$ cat src/rtl/imem_loader_if.sv
`default_nettype none
// ============================================================================
// Module   : imem_loader_if
// Brief    : Instruction-word stream (valid/ready/last) feeding imem_loader.
//            The source drives the master modport, the loader the slave one.
// Revision : 1.0  initial release
// ============================================================================
interface imem_loader_if #(
    parameter int DATA_WIDTH = 16
);
    logic                  in_valid;
    logic [DATA_WIDTH-1:0] in_data;
    logic                  in_last;
    logic                  in_ready;

    modport master (output in_valid, output in_data, output in_last, input  in_ready);
    modport slave  (input  in_valid, input  in_data, input  in_last, output in_ready);
endinterface
`default_nettype wire

$ cat src/rtl/imem_loader.sv
`default_nettype none
// ============================================================================
// Module   : imem_loader
// Brief    : Boot-time program loader. Streams instruction words into
//            instruction memory from address 0, holds the processor in reset
//            while loading, releases it after the final write and re-asserts
//            reset once the PC reaches the programmed end address.
// Revision : 1.0  initial release
// ============================================================================
module imem_loader #(
    parameter int ADDR_WIDTH = 10,
    parameter int DATA_WIDTH = 16
) (
    input  wire logic                  clk,
    input  wire logic                  reset,
    input  wire logic                  start,
    imem_loader_if.slave               in_bus,
    output logic                       imem_we,
    output logic [ADDR_WIDTH-1:0]      imem_addr,
    output logic [DATA_WIDTH-1:0]      imem_wdata,
    output logic                       cpu_reset,
    input  wire logic [15:0]           pc,
    input  wire logic [15:0]           end_pc,
    output logic                       busy,
    output logic                       done,
    output logic                       error,
    output logic [ADDR_WIDTH:0]        word_count,
    output logic [15:0]                run_cycles
);

    typedef enum logic [2:0] {
        ST_IDLE   = 3'd0,
        ST_LOAD   = 3'd1,
        ST_FLUSH  = 3'd2,
        ST_RUN    = 3'd3,
        ST_HALTED = 3'd4
    } state_t;

    localparam logic [ADDR_WIDTH-1:0] c_ptr_last = '1;
    localparam logic [ADDR_WIDTH-1:0] c_ptr_one  = ADDR_WIDTH'(1);
    localparam logic [ADDR_WIDTH:0]   c_cnt_one  = (ADDR_WIDTH+1)'(1);
    localparam logic [15:0]           c_run_max  = 16'hFFFF;

    state_t                r_state;
    logic [ADDR_WIDTH-1:0] r_ptr;
    logic                  r_first_run;   // masks the end_pc compare in the first RUN cycle

    logic                  w_accept;
    assign w_accept = in_bus.in_valid & in_bus.in_ready;

    // Loader FSM; every output is a register updated here.
    always_ff @(posedge clk or posedge reset) begin
        if (reset) begin
            r_state         <= ST_IDLE;
            r_ptr           <= '0;
            r_first_run     <= 1'b0;
            in_bus.in_ready <= 1'b0;
            imem_we         <= 1'b0;
            imem_addr       <= '0;
            imem_wdata      <= '0;
            cpu_reset       <= 1'b1;
            busy            <= 1'b0;
            done            <= 1'b0;
            error           <= 1'b0;
            word_count      <= '0;
            run_cycles      <= '0;
        end else begin
            // A write strobe lives for exactly the cycle after its accept.
            imem_we <= 1'b0;

            unique case (r_state)
                ST_IDLE, ST_HALTED: begin
                    if (start) begin
                        r_state         <= ST_LOAD;
                        r_ptr           <= '0;
                        word_count      <= '0;
                        error           <= 1'b0;
                        run_cycles      <= '0;
                        done            <= 1'b0;
                        busy            <= 1'b1;
                        in_bus.in_ready <= 1'b1;
                    end
                end

                ST_LOAD: begin
                    if (w_accept) begin
                        imem_we    <= 1'b1;
                        imem_addr  <= r_ptr;
                        imem_wdata <= in_bus.in_data;
                        r_ptr      <= r_ptr + c_ptr_one;
                        word_count <= word_count + c_cnt_one;
                        if (in_bus.in_last) begin
                            r_state         <= ST_FLUSH;
                            in_bus.in_ready <= 1'b0;
                        end else if (r_ptr == c_ptr_last) begin
                            // Memory is full without a terminating word: abort,
                            // keep the processor held.
                            r_state         <= ST_IDLE;
                            in_bus.in_ready <= 1'b0;
                            error           <= 1'b1;
                            busy            <= 1'b0;
                        end
                    end
                end

                ST_FLUSH: begin
                    // Final write lands at this edge; release the processor.
                    r_state     <= ST_RUN;
                    cpu_reset   <= 1'b0;
                    r_first_run <= 1'b1;
                end

                ST_RUN: begin
                    r_first_run <= 1'b0;
                    if (run_cycles != c_run_max) begin
                        run_cycles <= run_cycles + 16'd1;
                    end
                    if (!r_first_run && (pc == end_pc)) begin
                        r_state   <= ST_HALTED;
                        cpu_reset <= 1'b1;
                        done      <= 1'b1;
                        busy      <= 1'b0;
                    end
                end

                default: begin
                    r_state <= ST_IDLE;
                end
            endcase
        end
    end

endmodule
`default_nettype wire
$ cat src/flat_wrapper.sv
// flat-port wrapper written by rule: the top's interface ports become plain ports
module imem_loader_flat 
#(
    parameter int ADDR_WIDTH = 10,
    parameter int DATA_WIDTH = 16
)
  (clk, reset, start, imem_we, imem_addr, imem_wdata, cpu_reset, pc, end_pc, busy, done, error, word_count, run_cycles, in_bus_in_valid, in_bus_in_data, in_bus_in_last, in_bus_in_ready);
  imem_loader_if #(.DATA_WIDTH(DATA_WIDTH)) in_bus_i ();
  input  wire logic clk;
  input  wire logic reset;
  input  wire logic start;
  output logic imem_we;
  output logic [ADDR_WIDTH-1:0] imem_addr;
  output logic [DATA_WIDTH-1:0] imem_wdata;
  output logic cpu_reset;
  input  wire logic [15:0] pc;
  input  wire logic [15:0] end_pc;
  output logic busy;
  output logic done;
  output logic error;
  output logic [ADDR_WIDTH:0] word_count;
  output logic [15:0] run_cycles;
  input wire logic [$bits(in_bus_i.in_valid)-1:0] in_bus_in_valid;
  input wire logic [$bits(in_bus_i.in_data)-1:0] in_bus_in_data;
  input wire logic [$bits(in_bus_i.in_last)-1:0] in_bus_in_last;
  output wire logic [$bits(in_bus_i.in_ready)-1:0] in_bus_in_ready;
  assign in_bus_i.in_valid = in_bus_in_valid;
  assign in_bus_i.in_data = in_bus_in_data;
  assign in_bus_i.in_last = in_bus_in_last;
  assign in_bus_in_ready = in_bus_i.in_ready;
  imem_loader #(.ADDR_WIDTH(ADDR_WIDTH), .DATA_WIDTH(DATA_WIDTH)) u_core (.clk(clk), .reset(reset), .start(start), .in_bus(in_bus_i), .imem_we(imem_we), .imem_addr(imem_addr), .imem_wdata(imem_wdata), .cpu_reset(cpu_reset), .pc(pc), .end_pc(end_pc), .busy(busy), .done(done), .error(error), .word_count(word_count), .run_cycles(run_cycles));
endmodule
$ cat config.mk
export PLATFORM = sky130hd
export DESIGN_NAME = imem_loader_flat
export DESIGN_NICKNAME = d
export VERILOG_FILES = /design/src/rtl/imem_loader_if.sv /design/src/rtl/imem_loader.sv /design/src/flat_wrapper.sv
export SDC_FILE = /design/constraint.sdc
export NUM_CORES = 1
export LEC_CHECK = 0
export CAP_MARGIN = 20
export CORE_MARGIN = 1
export CORE_UTILIZATION = 50
export CTS_CLUSTER_DIAMETER = 200
export CTS_CLUSTER_SIZE = 20
export DETAILED_ROUTE_END_ITERATION = 7
export HOLD_SLACK_MARGIN = 0.05
export PLACE_DENSITY = 0.85
export SYNTH_ARGS = -nofsm -noshare
export SYNTH_HDL_FRONTEND = slang
export SYNTH_SLANG_ARGS = --single-unit
$ cat constraint.sdc
create_clock -name clk -period 3.4 [get_ports clk]
set_input_delay 0.34 -clock clk [delete_from_list [all_inputs] [get_ports clk]]
set_output_delay 0.34 -clock clk [all_outputs]
set_load 0.1 [all_outputs]
Word-level counts from Yosys, hierarchy flattened
Cells that the tools add are included.
{ "totals": {"elab_cells": 83, "output_inout_bits": 59, "regBits": 73, "rom_bits": 0, "ramBits": 0, "memories": 0, "latch_bits": 0, "in_bits": 53} }
{ "classes": {"n_div": 0, "shift": 0, "mul": 0, "n_lt_le_gt_ge": 0, "addsub": 3, "n_reduce_logical": 17, "eq_ne": 14, "muxes": 35, "bitwise": 1} }
{ "op_table": {"columns": ["op", "n"], "rows": [
  ["two-way mux 16 bit", 2],
  ["one-hot mux 16 bit (2 select lines)", 1],
  ["two-way mux 11 bit", 2],
  ["one-hot mux 11 bit (2 select lines)", 1],
  ["two-way mux 10 bit", 2],
  ["one-hot mux 10 bit (2 select lines)", 1],
  ["adder 16 x 1 -> 16 bit, second input constant", 1],
  ["== test 16 bit", 1],
  ["inequality test 16 bit, second input constant", 1],
  ["two-way mux 3 bit", 5],
  ["two-way mux 1 bit", 14],
  ["one-hot mux 3 bit (4 select lines)", 1],
  ["adder 11 x 1 -> 11 bit, second input constant", 1],
  ["adder 10 x 1 -> 10 bit, second input constant", 1],
  ["== test 10 bit, second input constant", 1],
  ["one-hot mux 1 bit (2 select lines)", 5],
  ["AND reduction 3 bit", 3],
  ["inequality test 2 x 1 -> 1 bit, second input constant", 4],
  ["AND reduction 4 bit", 2],
  ["== test 3 x 2 -> 1 bit, second input constant", 2],
  ["AND reduction 6 bit", 1],
  ["nonzero test 2 bit", 3],
  ["AND reduction 5 bit", 1],
  ["inequality test 2 bit, second input constant", 2],
  ["other kinds (11)", 12]
]} }

Longest topological paths before layout
{ "depth": {"word_depth": 5, "ltp_mapped": 8, "mapped_depth_nobuf": 6} }

Worst setup path after synthesis
OpenSTA, ideal clock, no wires.
{ "synth_timing": {"path_type": "register to register", "startpoint": "register u_core.in_bus.in_ready", "endpoint": "register u_core.word_count[10]", "synth_period_minus_slack_ns": 2.361, "path_buffers": 1, "t_arrival_ns": 2.287, "path_stages_with_launch": 7, "setup_time_ns": 0.074, "required_ns": 3.326, "path_slack_ns": 1.039, "path_cell_list": "dfrtp_1 clkbuf_2 nand4b_2 a2111oi_2 nand3_1 xor2_1 nor2_1"} }
{ "synth_between": {"elab_chain_cells": 3} }
{ "synth_rtl": {"columns": ["element", "line_no", "text"], "rows": [
  ["start: declaration", "imem_loader_if.sv:17", "modport slave (input in_valid, input in_data, input in_last, output in_ready);"],
  ["start signal: assignment", "imem_loader.sv:57", "in_bus.in_ready <= 1'b0;"],
  ["start signal: assignment", "imem_loader.sv:81", "in_bus.in_ready <= 1'b1;"],
  ["start signal: assignment", "imem_loader.sv:94", "in_bus.in_ready <= 1'b0;"],
  ["AND 1 bit", "imem_loader.sv:49", "assign w_accept = in_bus.in_valid & in_bus.in_ready;"],
  ["inequality test 2 x 1 -> 1 bit (no source line)", null, null],
  ["AND reduction 3 bit (no source line)", null, null],
  ["end signal: assignment", "imem_loader.sv:91", "word_count <= word_count + c_cnt_one;"],
  ["end: declaration", "imem_loader.sv:27", "output logic [ADDR_WIDTH:0] word_count,"]
]} }
No other way between the ends.
A chain may end at the register's enable or synchronous reset.

Final worst setup path
{ "layout_timing": {"startpoint": "register u_core.in_bus.in_ready", "endpoint": "output port in_bus_in_ready"} }
{ "layout_lines": {"columns": ["element", "line_no", "text"], "rows": [
  ["end: declaration", "flat_wrapper.sv:26", "output wire logic [$bits(in_bus_i.in_ready)-1:0] in_bus_in_ready;"]
]} }
No word-level cell between the ends.

==> impl_metrics.csv <==
group,metric,value,unit
power_and_ir_drop,ir_worst_vdd,518,uV
timing,fmax,418,MHz
layout,multiInputGateArea,1720,um2
place,portBuffers,111,
routing,vias_per_cell,5.27,
setup_path,max_stage_delay,1.22,ns
setup_path,slowest_stage,"clkdlybuf4s50_1",
die,num_rows,30,
timing,setup_viol,0,
place,placed_cell_area,4830,um2
die,die_w,87.6,um
cts,cts_buffers,9,
power_and_ir_drop,power,4.57,mW
min_path,min_path_cells,2,
cts,cts_tree,"yes",
setup_path,cp-start-kind,"flop",
timing,rsz0062_at_grt,"no",
setup_path,cp_top_family,"buffers and inverters",
cts,clockBufferDepth,2,
layout,synthToLayoutAreaGrowth,37.0,%
cts,hold_buffers,0,
layout,regArea,1830,um2
routing,vias,3143,
timing,timing.final.ws_setup,1.01,ns
timing,relSlewSlack,31.8,%
synthesis,synthArstFlopShare,100,%
timing,hold_ws,0.479,ns
synthesis,ys_warn_count,0,
layout,diodes,0,
timing,finalCritPeriodShare,70.4,%
layout,drive_above_1_share,6.80,%
cts,clk_pin_slew,0.08,ns
global_routing,antenna_found_initial,0,
layout,layoutNonFillerInstCount,596,
status,status,"completed",
global_routing,grt_pass1_vias,3071,
setup_path,cp_num_buf_inv,1,
power_and_ir_drop,p_leak,2.24,nW
timing,tns,0,ns
min_path,hold_path.class,"reg -> reg",
setup_path,path_max_fanout,8,
flow_run,drv_cap,0,
die,die_area,7670,um2
setup_path,reg2regPathDepth,5,
setup_path,arrival,2.05,ns
timing,tightest_slew,1.02,ns
layout,final_common_cell,"clkdlybuf4s50_1",
cts,h-tree-depth,3,
synthesis,synth_flop_cell,"dfrtp_1",
die,die_y,87.6,um
global_routing,track_usage,24.4,%
layout,nNetsFinal,551,
routing,routed_wl,8.52,mm
cts,cts_setup_buffers,0,
synthesis,synth-edff-count,0,
global_routing,grt_pass1_wl,14.4,mm
place,dp_hpwl,6.09,mm
setup_path,end_kind,"output pin",
timing,slew_violations,0,
synthesis,avgSynthCellArea,9.46,um2
timing,hold_viol,0,
synthesis,ys_types,50,
synthesis,synth_cells,387,
synthesis,seq_area_frac_synth,49.9,%
layout,finish.instance_area,5010,um2
layout,layout_common_cells,"clkdlybuf4s50_1 (111), nand2_1 (96), dfrtp_1 (72)",
layout,postLayoutCoreUtil,72.2,%
routing,drt_iter0_markers,132,
setup_path,crit_path_cell_trace,"clkdlybuf4s50_1",
setup_path,path_class,"reg -> out",
setup_path,cp.depth,1,
synthesis,synth_nets,443,
layout,nFillCells,531,
place,preCtsSetupSlack,0.930,ns
place,placed_cells,580,
global_routing,overflow,0,
timing,finalWorstPathRequiredPeriod,2.39,ns
synthesis,ys_ff_latch,73,
place,gp_congestion,0.825,
routing,antenna_left,0,
synthesis,synth_area,3660,um2
cts,ctsResizeCount,0,
routing,dr.pass1.iters,4,
cts,cts_sinks,73,
timing,skew,0.00825,ns
die,ioPinCount,112,
global_routing,grt_max_degree,74,
die,core,6940,um2
power_and_ir_drop,powerDensity,913,nW/um2
routing,wl_per_cell,14.3,um
routing,drc,0,
cts,clockRootBuffer,"clkbuf_8",
setup_path,worstPathRequired,3.06,ns
die,start_util,52.7,%
cts,clock_latency,0.35,ns
[sequential cells by signal, summed over array words and instances, names as in the netlist]
| signal | count |
|---|---|
| u_core.cpu_reset | 1 |
| u_core.run_cycles | 16 |
| u_core.error | 1 |
| u_core.r_ptr | 10 |
| u_core.busy | 1 |
| u_core.done | 1 |
| u_core.r_state | 3 |
| u_core.imem_addr | 10 |
| u_core.imem_we | 1 |
| u_core.in_bus.in_ready | 1 |
| u_core.imem_wdata | 16 |
| u_core.r_first_run | 1 |
| u_core.word_count | 11 |
[power by group]
group          internal (mW)  switching (mW)  leakage [nW]
Sequential              1.10           0.273         0.960
Combinational          0.608            1.97          1.19
Clock                  0.290           0.328        0.0903
Total                   2.00            2.57          2.24
[cell usage after synthesis (all sizes together), types with 2 or more instances]
cell,n,area share [%]
inv,8,0.82
clkbuf,8,0.85
or2,2,0.34
ha,3,1.0
mux2i,4,1.1
dfrtp,72,49
a21o,2,0.41
xnor2,16,3.8
nor3b,3,0.92
a22o,2,0.48
a21oi,11,1.5
buf,9,1.4
o21ai,13,1.8
nand2b,2,0.34
a211oi,4,0.96
nand4,5,1.0
nand2,96,9.8
and2,2,0.34
nor4,6,1.4
nor3,5,0.68
xor2,26,6.2
nor2,36,3.7
a2111oi,5,2.4
nand3,20,2.9
and3,6,1.0
and4,6,1.4
[metal layers]
layer | wire length, um | up-vias | share of wire [%] | global-route usage, %
li1 | - | 1525 | - | -
met1 | 3600 | 1500 | 42 | 30.0
met2 | 4300 | 96 | 51 | 41.2
met3 | 376 | 22 | 4.4 | 4.15
met4 | 238 | 0 | 2.8 | 12.8
met5 | 0 | - | 0 | 0
[final cells by class]
cell class,instances,share of cell area [%]
flip-flops and latches,73,36.5
multi-input cells,289,34.3
repair buffers,114,22.6
clock buffers,11,2.82
well taps,96,2.40
clock inverters,5,0.774
inverters,8,0.599
[path summary, 6_finish.rpt]
check / start / endpoint / slack, ns
min in group asynchronous: reset / u_core.run_cycles[7]$_DFFE_PP0P_ / 0.60
setup / recovery: u_core.in_bus.in_ready$_DFFE_PP0P_ / in_bus_in_ready / 1.01
hold / removal: u_core.imem_wdata[14]$_DFFE_PP0P_ / u_core.imem_wdata[14]$_DFFE_PP0P_ / 0.48
setup reg to reg: u_core.r_state[1]$_DFFE_PP0P_ / u_core.run_cycles[7]$_DFFE_PP0P_ / 1.05
hold reg to reg: u_core.imem_wdata[14]$_DFFE_PP0P_ / u_core.imem_wdata[14]$_DFFE_PP0P_ / 0.48
max in group asynchronous: reset / u_core.r_first_run$_DFFE_PP0N_ / 2.23
[cells by family after synthesis]
family | share of synthesized area [%]
fa+ha+maj | 1.03
compound gates | 9.27
mux | 1.09
xor+xnor | 10.1
flops | 49.9
simple gates | 25.6
buf+inv | 3.04
No activity file was read; power rests on OpenSTA's default activity.
